`src/rtl/pc_fetch_if.sv`:
```
// pc_fetch_if -- fetch-stage PC controller bus.
// Groups the execute-stage redirect inputs and the fetch-address/trap/perf
// outputs of pc_fetch_ctrl.
//   master : drives stall/redirect and observes PC, trap and counters (execute side / bench)
//   slave  : pc_fetch_ctrl itself
// Parameters: WIDTH (address width), CNT_W (perf counter width).
interface pc_fetch_if #(
   parameter int unsigned WIDTH = 32,
   parameter int unsigned CNT_W = 16
);
   logic             stall;
   logic             redir_valid;
   logic [WIDTH-1:0] redir_base;
   logic [WIDTH-1:0] redir_imm;
   logic             redir_jalr;
   logic [WIDTH-1:0] pc;
   logic [WIDTH-1:0] pc_plus;
   logic             pc_valid;
   logic             trap;
   logic [WIDTH-1:0] trap_addr;
   logic [CNT_W-1:0] redir_cnt;
   logic [CNT_W-1:0] stall_cnt;

   modport master (
      output stall, redir_valid, redir_base, redir_imm, redir_jalr,
      input  pc, pc_plus, pc_valid, trap, trap_addr, redir_cnt, stall_cnt
   );

   modport slave (
      input  stall, redir_valid, redir_base, redir_imm, redir_jalr,
      output pc, pc_plus, pc_valid, trap, trap_addr, redir_cnt, stall_cnt
   );
endinterface

```
`src/rtl/pc_fetch_ctrl.sv`:
```
// pc_fetch_ctrl -- program-counter generator for the fetch stage.
// Holds the fetch PC, steps it by ILEN, applies execute-stage redirects
// (base + imm, optional JALR bit-0 clear), buffers a redirect that arrives
// while stalled, and traps to TRAP_VEC on a misaligned target.
// Ports:
//   clk    : clock, rising edge
//   rst_n  : asynchronous active-low reset
//   bus    : pc_fetch_if.slave
//            in : stall, redir_valid, redir_base, redir_imm, redir_jalr
//            out: pc, pc_plus (comb pc+ILEN), pc_valid, trap, trap_addr,
//                 redir_cnt, stall_cnt
// Optional feature: define PC_PERF_EN to build saturating redirect/stall
// counters; without it both counter outputs are tied to zero.
module pc_fetch_ctrl #(
   parameter int unsigned      WIDTH      = 32,
   parameter logic [WIDTH-1:0] RESET_VEC  = '0,
   parameter logic [WIDTH-1:0] TRAP_VEC   = 'h100,
   parameter int unsigned      ILEN       = 4,
   parameter int unsigned      ALIGN_BITS = 2,
   parameter int unsigned      CNT_W      = 16
) (
   input logic       clk,
   input logic       rst_n,
   pc_fetch_if.slave bus
);

   localparam logic [WIDTH-1:0] ILEN_W = WIDTH'(ILEN);

   typedef enum logic [1:0] {BOOT, RUN, PEND, TRAP} state_t;

   state_t           state_q, state_d;
   logic [WIDTH-1:0] pc_q, pc_d;
   logic [WIDTH-1:0] pend_q, pend_d;
   logic [WIDTH-1:0] trap_addr_q, trap_addr_d;
   logic [WIDTH-1:0] tgt, apply_tgt;
   logic             misal, take;

   // Target of the current redirect; a fresh redirect overrides a buffered one.
   always_comb begin
      tgt = bus.redir_base + bus.redir_imm;
      if (bus.redir_jalr) tgt[0] = 1'b0;
      apply_tgt = bus.redir_valid ? tgt : pend_q;
      misal     = |apply_tgt[ALIGN_BITS-1:0];
   end

   always_ff @(posedge clk or negedge rst_n) begin
      if (!rst_n) begin
         state_q     <= BOOT;
         pc_q        <= RESET_VEC;
         pend_q      <= '0;
         trap_addr_q <= '0;
      end else begin
         state_q     <= state_d;
         pc_q        <= pc_d;
         pend_q      <= pend_d;
         trap_addr_q <= trap_addr_d;
      end
   end

   always_comb begin
      state_d     = state_q;
      pc_d        = pc_q;
      pend_d      = pend_q;
      trap_addr_d = trap_addr_q;
      take        = 1'b0;
      unique case (state_q)
         BOOT: begin
            state_d = RUN;
            pc_d    = RESET_VEC;
         end
         RUN: begin
            if (bus.redir_valid) begin
               if (bus.stall) begin
                  pend_d  = tgt;
                  state_d = PEND;
               end else begin
                  take = 1'b1;
               end
            end else if (!bus.stall) begin
               pc_d = pc_q + ILEN_W;
            end
         end
         PEND: begin
            if (bus.stall) begin
               if (bus.redir_valid) pend_d = tgt;
            end else begin
               take = 1'b1;
            end
         end
         TRAP: state_d = RUN;  // pc stays at TRAP_VEC for the first RUN cycle
         default: state_d = BOOT;
      endcase
      if (take) begin
         if (misal) begin
            state_d     = TRAP;
            pc_d        = TRAP_VEC;
            trap_addr_d = apply_tgt;
         end else begin
            state_d = RUN;
            pc_d    = apply_tgt;
         end
      end
   end

   assign bus.pc        = pc_q;
   assign bus.pc_plus   = pc_q + ILEN_W;
   assign bus.pc_valid  = (state_q == RUN) || (state_q == PEND);
   assign bus.trap      = (state_q == TRAP);
   assign bus.trap_addr = trap_addr_q;

`ifdef PC_PERF_EN
   logic [CNT_W-1:0] redir_cnt_q, stall_cnt_q;
   logic             active;

   // Only RUN/PEND look at the inputs, so only they count.
   assign active = (state_q == RUN) || (state_q == PEND);

   always_ff @(posedge clk or negedge rst_n) begin
      if (!rst_n) begin
         redir_cnt_q <= '0;
         stall_cnt_q <= '0;
      end else begin
         if (active && bus.redir_valid && !(&redir_cnt_q))
            redir_cnt_q <= redir_cnt_q + CNT_W'(1);
         if (active && bus.stall && !(&stall_cnt_q))
            stall_cnt_q <= stall_cnt_q + CNT_W'(1);
      end
   end

   assign bus.redir_cnt = redir_cnt_q;
   assign bus.stall_cnt = stall_cnt_q;
`else
   assign bus.redir_cnt = {CNT_W{1'b0}};
   assign bus.stall_cnt = {CNT_W{1'b0}};
`endif

endmodule

```
`src/flat_wrapper.sv`:
```
// flat-port wrapper written by rule: the top's interface ports become plain ports
module pc_fetch_ctrl_flat 
#(
   parameter int unsigned      WIDTH      = 32,
   parameter logic [WIDTH-1:0] RESET_VEC  = '0,
   parameter logic [WIDTH-1:0] TRAP_VEC   = 'h100,
   parameter int unsigned      ILEN       = 4,
   parameter int unsigned      ALIGN_BITS = 2,
   parameter int unsigned      CNT_W      = 16
)
  (clk, rst_n, bus_stall, bus_redir_valid, bus_redir_base, bus_redir_imm, bus_redir_jalr, bus_pc, bus_pc_plus, bus_pc_valid, bus_trap, bus_trap_addr, bus_redir_cnt, bus_stall_cnt);
  pc_fetch_if #(.WIDTH(WIDTH), .CNT_W(CNT_W)) bus_i ();
  input logic clk;
  input logic rst_n;
  input wire logic [$bits(bus_i.stall)-1:0] bus_stall;
  input wire logic [$bits(bus_i.redir_valid)-1:0] bus_redir_valid;
  input wire logic [$bits(bus_i.redir_base)-1:0] bus_redir_base;
  input wire logic [$bits(bus_i.redir_imm)-1:0] bus_redir_imm;
  input wire logic [$bits(bus_i.redir_jalr)-1:0] bus_redir_jalr;
  output wire logic [$bits(bus_i.pc)-1:0] bus_pc;
  output wire logic [$bits(bus_i.pc_plus)-1:0] bus_pc_plus;
  output wire logic [$bits(bus_i.pc_valid)-1:0] bus_pc_valid;
  output wire logic [$bits(bus_i.trap)-1:0] bus_trap;
  output wire logic [$bits(bus_i.trap_addr)-1:0] bus_trap_addr;
  output wire logic [$bits(bus_i.redir_cnt)-1:0] bus_redir_cnt;
  output wire logic [$bits(bus_i.stall_cnt)-1:0] bus_stall_cnt;
  assign bus_i.stall = bus_stall;
  assign bus_i.redir_valid = bus_redir_valid;
  assign bus_i.redir_base = bus_redir_base;
  assign bus_i.redir_imm = bus_redir_imm;
  assign bus_i.redir_jalr = bus_redir_jalr;
  assign bus_pc = bus_i.pc;
  assign bus_pc_plus = bus_i.pc_plus;
  assign bus_pc_valid = bus_i.pc_valid;
  assign bus_trap = bus_i.trap;
  assign bus_trap_addr = bus_i.trap_addr;
  assign bus_redir_cnt = bus_i.redir_cnt;
  assign bus_stall_cnt = bus_i.stall_cnt;
  pc_fetch_ctrl #(.WIDTH(WIDTH), .RESET_VEC(RESET_VEC), .TRAP_VEC(TRAP_VEC), .ILEN(ILEN), .ALIGN_BITS(ALIGN_BITS), .CNT_W(CNT_W)) u_core (.clk(clk), .rst_n(rst_n), .bus(bus_i));
endmodule
```
`config.mk`:
```
export PLATFORM = sky130hd
export DESIGN_NAME = pc_fetch_ctrl_flat
export DESIGN_NICKNAME = d
export VERILOG_FILES = /design/src/rtl/pc_fetch_if.sv /design/src/rtl/pc_fetch_ctrl.sv /design/src/flat_wrapper.sv
export SDC_FILE = /design/constraint.sdc
export NUM_CORES = 1
export LEC_CHECK = 0
export BUFFER_PORTS_ARGS = -buffer_cell sky130_fd_sc_hd__buf_2
export CAP_MARGIN = 10
export CORE_ASPECT_RATIO = 0.6
export CORE_MARGIN = 10
export CORE_UTILIZATION = 30
export CTS_CLUSTER_SIZE = 10
export DETAILED_ROUTE_END_ITERATION = 6
export HOLD_SLACK_MARGIN = 0.15
export PLACE_DENSITY_LB_ADDON = 0.05
export SYNTH_ARGS = -nofsm -noshare
export SYNTH_HDL_FRONTEND = slang
export SYNTH_SLANG_ARGS = --single-unit
export TNS_END_PERCENT = 5
```
`constraint.sdc`:
```
create_clock -name clk -period 3.72 [get_ports clk]
set_clock_uncertainty 0.2 [all_clocks]
set_input_delay 0.558 -clock clk [delete_from_list [all_inputs] [get_ports clk]]
set_output_delay 0.558 -clock clk [all_outputs]
set_load 0.02 [all_outputs]
```
==> results of run 1 <==
-- metrics by stage --
stage	power [mW]	setup slack [ns]	hold slack, ns	instance area, µm²	instances
final	6.51	0.324	0.280	8580	1316
after global routing	6.99	0.0621	0.306	8580	1316
after CTS	6.55	0.201	0.280	8580	1315
after detailed placement	5.53	0.225	0.262	8260	1298
after global placement	5.53	0.270	0.256	8260	1298
after floorplan	4.17	0.648	0.0624	7190	855
-- worst min-delay path: stages, from the launching register on --
cell,delay (ns)
dfrtp_1,0.34
nand2_1,0.05
o21ai_0,0.06
-- state kept, by name (all words and copies together), names as in the netlist --
signal                cells
u_core.state_q            2
u_core.bus.trap_addr     32
u_core.bus.pc            32
u_core.pend_q            32
-- what timing repair did --
action / in CTS / in global routing
endpoints found under the setup margin: 0 / 1
hold buffers: 1 / 0
setup buffers: 0 / 1
hold endpoints to repair: 48 / 0
-- final cells by class --
cell class / instances / area (µm²)
Inverter: 20 / 75.1
Clock inverter: 7 / 85.1
Timing Repair Buffer: 202 / 1130
Fill cell: 2504 / 14600
Tap cell: 315 / 394
Multi-Input combinational cell: 665 / 4220
Clock buffer: 9 / 225
Sequential cell: 98 / 2450
-- report_power, final --
| part | leakage [nW] | internal, mW | switching, mW | total, mW |
|---|---|---|---|---|
| sequential | 1.23 | 1.54 | 0.455 | 2.00 |
| combinational | 2.67 | 1.25 | 2.26 | 3.51 |
| clock | 0.146 | 0.535 | 0.471 | 1.01 |
| total | 4.05 | 3.33 | 3.18 | 6.51 |
-- cell families after synthesis --
group,after synthesis,share of synthesized area (%)
multiplexers,35,5.27
AND/OR/NAND/NOR,252,16.5
XOR/XNOR,56,6.93
flip-flops,98,34.7
other,1,0.0530
buffers and inverters,92,7.34
adder cells (fa/ha/maj),37,6.65
AO/OA/AOI/OAI,253,22.6
-- synth_stat cells (all sizes together) (4+ instances only) --
master / count / area, µm²
nand2: 108 / 405
dfrtp: 98 / 2450
o21ai: 79 / 407
a21oi: 75 / 375
nor2: 54 / 203
buf: 44 / 337
xnor2: 37 / 324
ha: 36 / 450
clkbuf: 28 / 108
inv: 20 / 75.1
nand3: 19 / 95.1
xor2: 19 / 166
mux2: 18 / 203
mux2i: 17 / 170
nor3: 15 / 80.1
a221oi: 11 / 103
a31oi: 11 / 68.8
nand4: 11 / 75.1
a21o: 9 / 70.1
and3: 9 / 56.3
o211ai: 9 / 72.6
o21a: 7 / 52.6
a211oi: 6 / 50.1
o21bai: 6 / 45.0
a22oi: 5 / 37.5
nor2b: 5 / 31.3
nor4: 5 / 31.3
a211o: 4 / 35.0
a21boi: 4 / 30.0
and2: 4 / 25.0
nand2b: 4 / 25.0
nand3b: 4 / 30.0
-- worst max path at each step --
stage,from,endpoint,slack (ns),cells after the start
finish,u_core.bus.pc[3],bus_pc_plus[28],0.32,9
global route,u_core.bus.pc[9],bus_pc_plus[28],0.06,8
CTS,u_core.bus.pc[3],bus_pc_plus[30],0.20,8
detailed placement,bus_redir_imm[0],u_core.bus.pc[14],0.23,11
global placement,bus_redir_imm[0],u_core.bus.pc[14],0.27,11
floorplan,bus_redir_imm[6],u_core.bus.pc[29],0.65,9
-- layer usage --
metal  track usage [%]  vias to the layer above  part of all wire [%]
met5                 0                        -                     0
met4              2.51                        0                  0.51
met3              3.94                        8                   6.1
met2              21.1                      196                    37
met1              27.6                     3156                    56
li1                  -                     3260                     -
==> impl_metrics.ini, run 1 <==
[worst_setup_path]
r2r-start = u_core.state_q[1]
r2r_slack_ns = 0.59
critPathArrivalTime_ns = 2.64
slowest_stage = dfrtp_1
crit_path_end_kind = primary output
worst-path-buf-inv = 2
crit_chain = ha_1, nand4_1, nor2_1, nand2_1, nor3_1, buf_4, and3_1, xor2_1, buf_2
cp_data_required_time_ns = 2.96
cp_max_fo = 6
r2r-end = u_core.bus.pc[25]
crit_path_start_kind = register
cp_slowest_stage_delay_ns = 0.43
critPathKind = reg -> out
ff2ff_path_depth = 10
crit_family = simple AND/OR/NAND/NOR gates

[pwr]
cellPowerDensity_nw_per_um2 = 759
p_leak_nw = 4.05
vdd_drop_max_mv = 0.247

[layout]
syn2layout_area_growth_pct = 21.3
fin_util_pct = 37.1
final_common_cell = buf_2
drive_gt1_share_pct = 25.4
antennaDiodeCount = 0
final_cell_mix = buf_2 (165), nand2_1 (108), dfrtp_1 (98), o21ai_0 (76), a21oi_1 (75)
finalNetCount = 1102

[min_path]
min_to = u_core.pend_q[26]
min-delay-start = u_core.pend_q[26]
hold_depth = 2
hold_path.class = reg -> reg

[die]
die_w_um = 218
start_util_pct = 30.6
die_y_um = 139
io_pins = 199
rows = 43
coreArea_um2 = 23100
die-area_um2 = 30300

[cts]
clock_sink_count = 98
cts.path.max_buffers = 2
cts_root_buffer = clkbuf_16
cts_tree = built
ctsHtreeMaxLevel = 3
cts-resized-gates = 0
insertion_delay_ns = 0.36
path_clk_slew_ns = 0.07
cts_buffers = 9

[run_status]
outcome = finished clean

[timing]
fin_crit_sh_pct = 91.3
setup_tns_ns = 0
maxSlewViolCount = 0
hold_viol = 0
setup_viol = 0
fmax_ghz = 0.294
slew_headroom_pct = 51.0
worstMarginPinSlew_ns = 0.727
rsz0062_at_grt = no
fin_crit_ns = 3.40

[drt]
ant_nets = 0
avgRoutedWirePerCell_um = 19.9
drtIter0Drc = 574
drc = 0
via_per_inst = 5.03
wl_um = 26200
via_count = 6620
dr.pass1.iters = 4

[logic_synthesis]
synth_cell_types = 71
synth_cells = 824
synth_ff_type = dfrtp_1
yosysWarnings = 0
syn_area_um2 = 7080
postSynthAreaPerCell_um2 = 8.59
seq_area_frac_synth_pct = 34.7
synth_enable_flop_cells = 0
ys_seq_elements = 98
synthArstFlopShare_pct = 100

[global_route]
grt_antenna_before_repair = 0
grt_max_degree = 51
grt_usage_pct = 16.9
grt_pass1_wl_um = 40300
grt_pass1_vias = 6380
grt-ovfl-total = 0

[place]
gp_congestion = 0.843
portBuffers = 166
hpwlAfterDp_um = 21100

[flow_run]
max_cap_violations = 0
Note: power is estimated with default switching activity, not from simulation.
==> run 2, diff against run 1 <==
--- a/config.mk
+++ b/config.mk
@@ -14,6 +14,7 @@
 export DETAILED_ROUTE_END_ITERATION = 6
 export HOLD_SLACK_MARGIN = 0.15
 export PLACE_DENSITY_LB_ADDON = 0.05
+export RECOVER_POWER = 100
 export SYNTH_ARGS = -nofsm -noshare
 export SYNTH_HDL_FRONTEND = slang
 export SYNTH_SLANG_ARGS = --single-unit
==> run 2 against run 1 <==
Against the previous run:
- maximum frequency is 0.81% lower
- non-clock buffer count stayed put
- sequential power hardly changed
- hold slack hardly changed
- combinational power is 5% lower
- total power is 2.4% lower
- clock-buffer cell count stayed put
- first-iteration DRC count is 1.2% higher
- final area is 2.4% lower
==> impl_metrics.ini, run 2 (synthesis results as in run 1) <==
[place]
gp_congestion = 0.843
hpwlAfterDp_um = 21100
place_ws_ns = 0.225
portBuffers = 166

[timing]
slew_headroom_pct = 10.5
fmax_ghz = 0.292
worst_slack_ns = 0.296
rsz0062_at_grt = no
maxSlewViolCount = 0
fin_crit_ns = 3.42
hold_viol = 0
worstMarginPinSlew_ns = 1.34
fin_crit_sh_pct = 92.0
setup_tns_ns = 0
setup_viol = 0

[pwr]
cellPowerDensity_nw_per_um2 = 759
clkPwrFrac_pct = 15.7
power_frac_comb_pct = 52.7
vdd_drop_max_mv = 0.245
p_leak_nw = 3.66
power.sequential.fraction_pct = 31.6
total_power_mw = 6.36
p_sw_share_pct = 50.1
internal-power_mw = 3.17
p_switching_mw = 3.19

[cts]
insertion_delay_ns = 0.36
clock_sink_count = 98
path_clk_slew_ns = 0.07
ctsHtreeMaxLevel = 3
cts_tree = built
cts.path.max_buffers = 2
cts_root_buffer = clkbuf_16
cts_buffers = 9
cts-resized-gates = 0

[min_path]
hold_depth = 2
hold_path.class = reg -> reg

[drt]
dr.pass1.iters = 5
via_count = 6612
wl_um = 26200
drtIter0Drc = 581
avgRoutedWirePerCell_um = 19.9
drc = 0
via_per_inst = 5.02
ant_nets = 0

[global_route]
grt-ovfl-total = 0
grt_antenna_before_repair = 0
grt_max_degree = 51
grt_pass1_wl_um = 40300
grt_usage_pct = 16.9
grt_pass1_vias = 6380

[die]
die_y_um = 139
start_util_pct = 30.6
io_pins = 199
coreArea_um2 = 23100
rows = 43
die_w_um = 218
die-area_um2 = 30300

[worst_setup_path]
critPathKind = reg -> out
r2r_slack_ns = 0.39
cp_max_fo = 6
cp_data_required_time_ns = 2.96
crit_path_end_kind = primary output
ff2ff_path_depth = 9
critPathArrivalTime_ns = 2.67
crit_path_start_kind = register

[layout]
finalNetCount = 1102
antennaDiodeCount = 0
final_cell_mix = nand2_1 (108), clkbuf_1 (105), dfrtp_1 (98), o21ai_0 (77), a21oi_1 (75)
fin_util_pct = 36.2
final_common_cell = nand2_1
drive_gt1_share_pct = 14.4
syn2layout_area_growth_pct = 18.3

[flow_run]
max_cap_violations = 0

[run_status]
outcome = finished clean
run 2: layer usage:
metal | routed length [µm] | share of wire, % | vias up | GRT usage [%]
li1 | - | - | 3261 | -
met1 | 14600 | 56 | 3140 | 27.6
met2 | 9820 | 37 | 204 | 21.1
met3 | 1710 | 6.5 | 7 | 3.94
met4 | 103 | 0.39 | 0 | 2.51
met5 | 0 | 0 | - | 0
run 2: metrics by stage:
step           hold WS [ns]  instance area (µm²)  std cells
6_report              0.279                 8370       1316
5_1_grt               0.306                 8370       1316
4_1_cts               0.280                 8580       1315
3_5_place_dp          0.262                 8260       1298
3_3_place_gp          0.256                 8260       1298
2_1_floorplan        0.0624                 7190        855
run 2: worst paths after layout:
path                                   start                 to
max reg2reg                u_core.state_q[1]  u_core.bus.pc[21]
min                        u_core.pend_q[26]  u_core.pend_q[26]
max                         u_core.bus.pc[3]    bus_pc_plus[28]
max in group asynchronous              rst_n  u_core.bus.pc[27]
min reg2reg                u_core.pend_q[26]  u_core.pend_q[26]
min in group asynchronous              rst_n   u_core.pend_q[3]
run 2: repair_timing:
item	4_1_cts	5_1_grt
setup buffers	0	1
endpoints found under the hold margin	48	0
hold buffers	1	0
setup endpoints to repair	0	1
run 2: area by class of cell:
type / count / area (µm²)
Fill cell: 2561 / 14800
Multi-Input combinational cell: 665 / 4190
Sequential cell: 98 / 2450
Timing Repair Buffer: 202 / 950
Tap cell: 315 / 394
Clock buffer: 9 / 225
Clock inverter: 7 / 85.1
Inverter: 20 / 75.1
run 2: power by group through the flow:
stage          Sequential [mW]  Clock, mW  Combinational (mW)
2_1_floorplan             2.23          0                1.94
3_3_place_gp              2.01          0                3.52
3_5_place_dp              2.01          0                3.52
4_1_cts                   1.99       1.03                3.53
5_1_grt                   2.07       1.06                3.72
6_report                  2.01      0.998                3.35
run 2: critical path, cell delays in order (launching register included):
cell and delay, ns:
dfrtp_1 0.43, ha_1 0.25, nand4_1 0.18, nor2_1 0.16
nand2_1 0.18, nor3_1 0.30, buf_4 0.19, and3_1 0.25
xor2_1 0.17, clkbuf_2 0.19
==> run 3, diff against run 2 <==
--- a/config.mk
+++ b/config.mk
@@ -12,6 +12,7 @@
 export CORE_UTILIZATION = 30
 export CTS_CLUSTER_SIZE = 10
 export DETAILED_ROUTE_END_ITERATION = 6
+export GPL_TIMING_DRIVEN = 0
 export HOLD_SLACK_MARGIN = 0.15
 export PLACE_DENSITY_LB_ADDON = 0.05
 export RECOVER_POWER = 100
==> constraint.sdc (replaced) <==
create_clock -name clk -period 3.7 [get_ports clk]
set_clock_uncertainty 0.2 [all_clocks]
set_input_delay 0.555 -clock clk [delete_from_list [all_inputs] [get_ports clk]]
set_output_delay 0.555 -clock clk [all_outputs]
set_load 0.02 [all_outputs]
==> run 3 against run 2 <==
Against the previous run:
- critical path depth fell by 1
- worst setup slack lost 0.19 ns
- the flow now finishes with violations (max-capacitance violations, max-slew violations)
- combinational power is 3% higher
- core utilization is 1.4 points higher
- global-route usage is 0.61 points higher
- clock-buffer cell count grew 1
- flip-flop and latch count stayed put
- total power increased by 1.6%
- clock power is 1% lower
==> impl_metrics.ini, run 3 (synthesis results as in run 1) <==
[cts]
ctsHtreeMaxLevel = 3
cts_tree = built
cts.path.max_buffers = 2
cts_buffers = 9
insertion_delay_ns = 0.36
clock_sink_count = 98
cts_setup_buffers = 0
path_clk_slew_ns = 0.07
cts_root_buffer = clkbuf_16

[min_path]
hold_path.class = reg -> reg
hold_depth = 2

[worst_setup_path]
crit_path_start_kind = register
crit_chain = ha_1, nand4_1, nor2_1, nand2_2, nor3_4, nor3b_1, xor2_1, buf_2
r2r_slack_ns = 0.34
critPathKind = reg -> out
cp_slowest_stage_delay_ns = 0.46
worst-path-stages = 8
slowest_stage = dfrtp_1
critPathArrivalTime_ns = 2.84
cp_max_fo = 6
ff2ff_path_depth = 9
crit_path_end_kind = primary output
cp_data_required_time_ns = 2.94
crit_family = simple AND/OR/NAND/NOR gates
worst-path-buf-inv = 1

[timing]
worstMarginPinSlew_ns = 1.61
hold_viol = 0
fmax_ghz = 0.278
rsz0062_at_grt = yes
slew_headroom_pct = -7.50
hold_slack_ns = 0.285
fin_crit_ns = 3.59
setup_viol = 0
fin_crit_sh_pct = 97.1
maxSlewViolCount = 61

[global_route]
grt_pass1_vias = 6704
grt_pass1_wl_um = 41400
grt_usage_pct = 17.5
grt_antenna_before_repair = 0
grt-ovfl-total = 0
grt_max_degree = 62

[layout]
drive_gt1_share_pct = 20.2
syn2layout_area_growth_pct = 23.0
final_common_cell = buf_2
fin_cells = 1354
final_cell_mix = buf_2 (109), nand2_1 (106), dfrtp_1 (98), clkbuf_1 (85), o21ai_0 (76)
antennaDiodeCount = 0
finalNetCount = 1140

[die]
start_util_pct = 30.6
rows = 43
io_pins = 199
die_y_um = 139
die_w_um = 218
die-area_um2 = 30300
coreArea_um2 = 23100

[place]
portBuffers = 166
placedCellCount = 1337
hpwlAfterDp_um = 22200
gp_congestion = 0.828

[pwr]
clkPwrFrac_pct = 15.3
p_leak_nw = 3.97
vdd_drop_max_mv = 0.270
cellPowerDensity_nw_per_um2 = 742
p_sw_share_pct = 50.0
internal-power_mw = 3.23
power_frac_comb_pct = 53.3
p_switching_mw = 3.23
power.sequential.fraction_pct = 31.4

[drt]
dr_wl_met2_um = 10700
wl_met3_um = 1930
via_count = 6736
ant_nets = 0
drtIter0Drc = 494
drc = 0
highest_layer = met4
wl_um = 27100
wl_met1_um = 14400
avgRoutedWirePerCell_um = 20.0
dr.pass1.iters = 7
via_per_inst = 4.97

[flow_run]
max_cap_violations = 1

[run_status]
violations = max-capacitance violations, max-slew violations
outcome = complete, but fails checks
[run 3: changes by cell type in the layout (fill, tap and decap cells not counted), moves of 2 or more]
cell,before,now
nand2_2,0,2
buf_1,0,2
nor3_1,14,12
clkbuf_2,6,3
nand2_1,108,106
inv_8,2,0
clkbuf_1,105,85
buf_6,0,5
buf_4,20,35
buf_2,69,109
[run 3: worst paths after layout]
path,startpoint,endpoint
min in group asynchronous,rst_n,u_core.pend_q[4]
worst min register to register,u_core.pend_q[13],u_core.pend_q[13]
max in group asynchronous,rst_n,u_core.bus.trap_addr[25]
worst max register to register,u_core.state_q[1],u_core.bus.pc[25]
worst min-delay path,u_core.pend_q[13],u_core.pend_q[13]
worst max-delay path,u_core.bus.pc[2],bus_pc_plus[30]
[run 3: stage by stage]
stage	area (µm²)	util (%)	power [mW]	worst slack (ns)	setup TNS, ns
floorplan	7190	-	4.20	0.631	0
finish	8700	37.6	6.46	0.107	0
detailed placement	8440	36.5	5.56	-0.0839	-0.316
global placement	8420	36.4	5.55	-0.0776	-0.294
CTS	8760	37.8	6.57	0.000367	0
global route	8700	37.6	6.94	-0.0197	-0.0197
[run 3: cell type report]
class	count	area (µm²)
plain buffers	72	444
clock buffers	10	229
clock inverters	6	72.6
fillers	2502	14400
inverters	20	75.1
multi-input cells	665	4240
flip-flops and latches	98	2450
well taps	315	394
repair buffers	168	788
[run 3: worst min-delay path, cell delays in order, from the launching register on]
cell and delay [ns]:
dfrtp_1 0.34, nand2_1 0.05, o21ai_0 0.06
[run 3: power by group through the flow]
stage | Sequential (mW) | Combinational, mW | Clock, mW
floorplan | 2.24 | 1.95 | 0
detailed placement | 2.04 | 3.52 | 0
global placement | 2.04 | 3.51 | 0
global route | 2.11 | 3.79 | 1.05
CTS | 2.02 | 3.53 | 1.01
finish | 2.03 | 3.44 | 0.988
[run 3: layer usage]
metal	track usage, %	vias to the layer above
met2	23.9	202
met4	2.18	0
met5	0	-
li1	-	3332
met1	26.9	3195
met3	4.51	7
[run 3: timing repair]
action / 4_1_cts / 5_1_grt
endpoints found under the hold margin: 60 / 0
hold buffers: 1 / 0
endpoints found under the setup margin: 3 / 6
gates resized for setup: 1 / 5
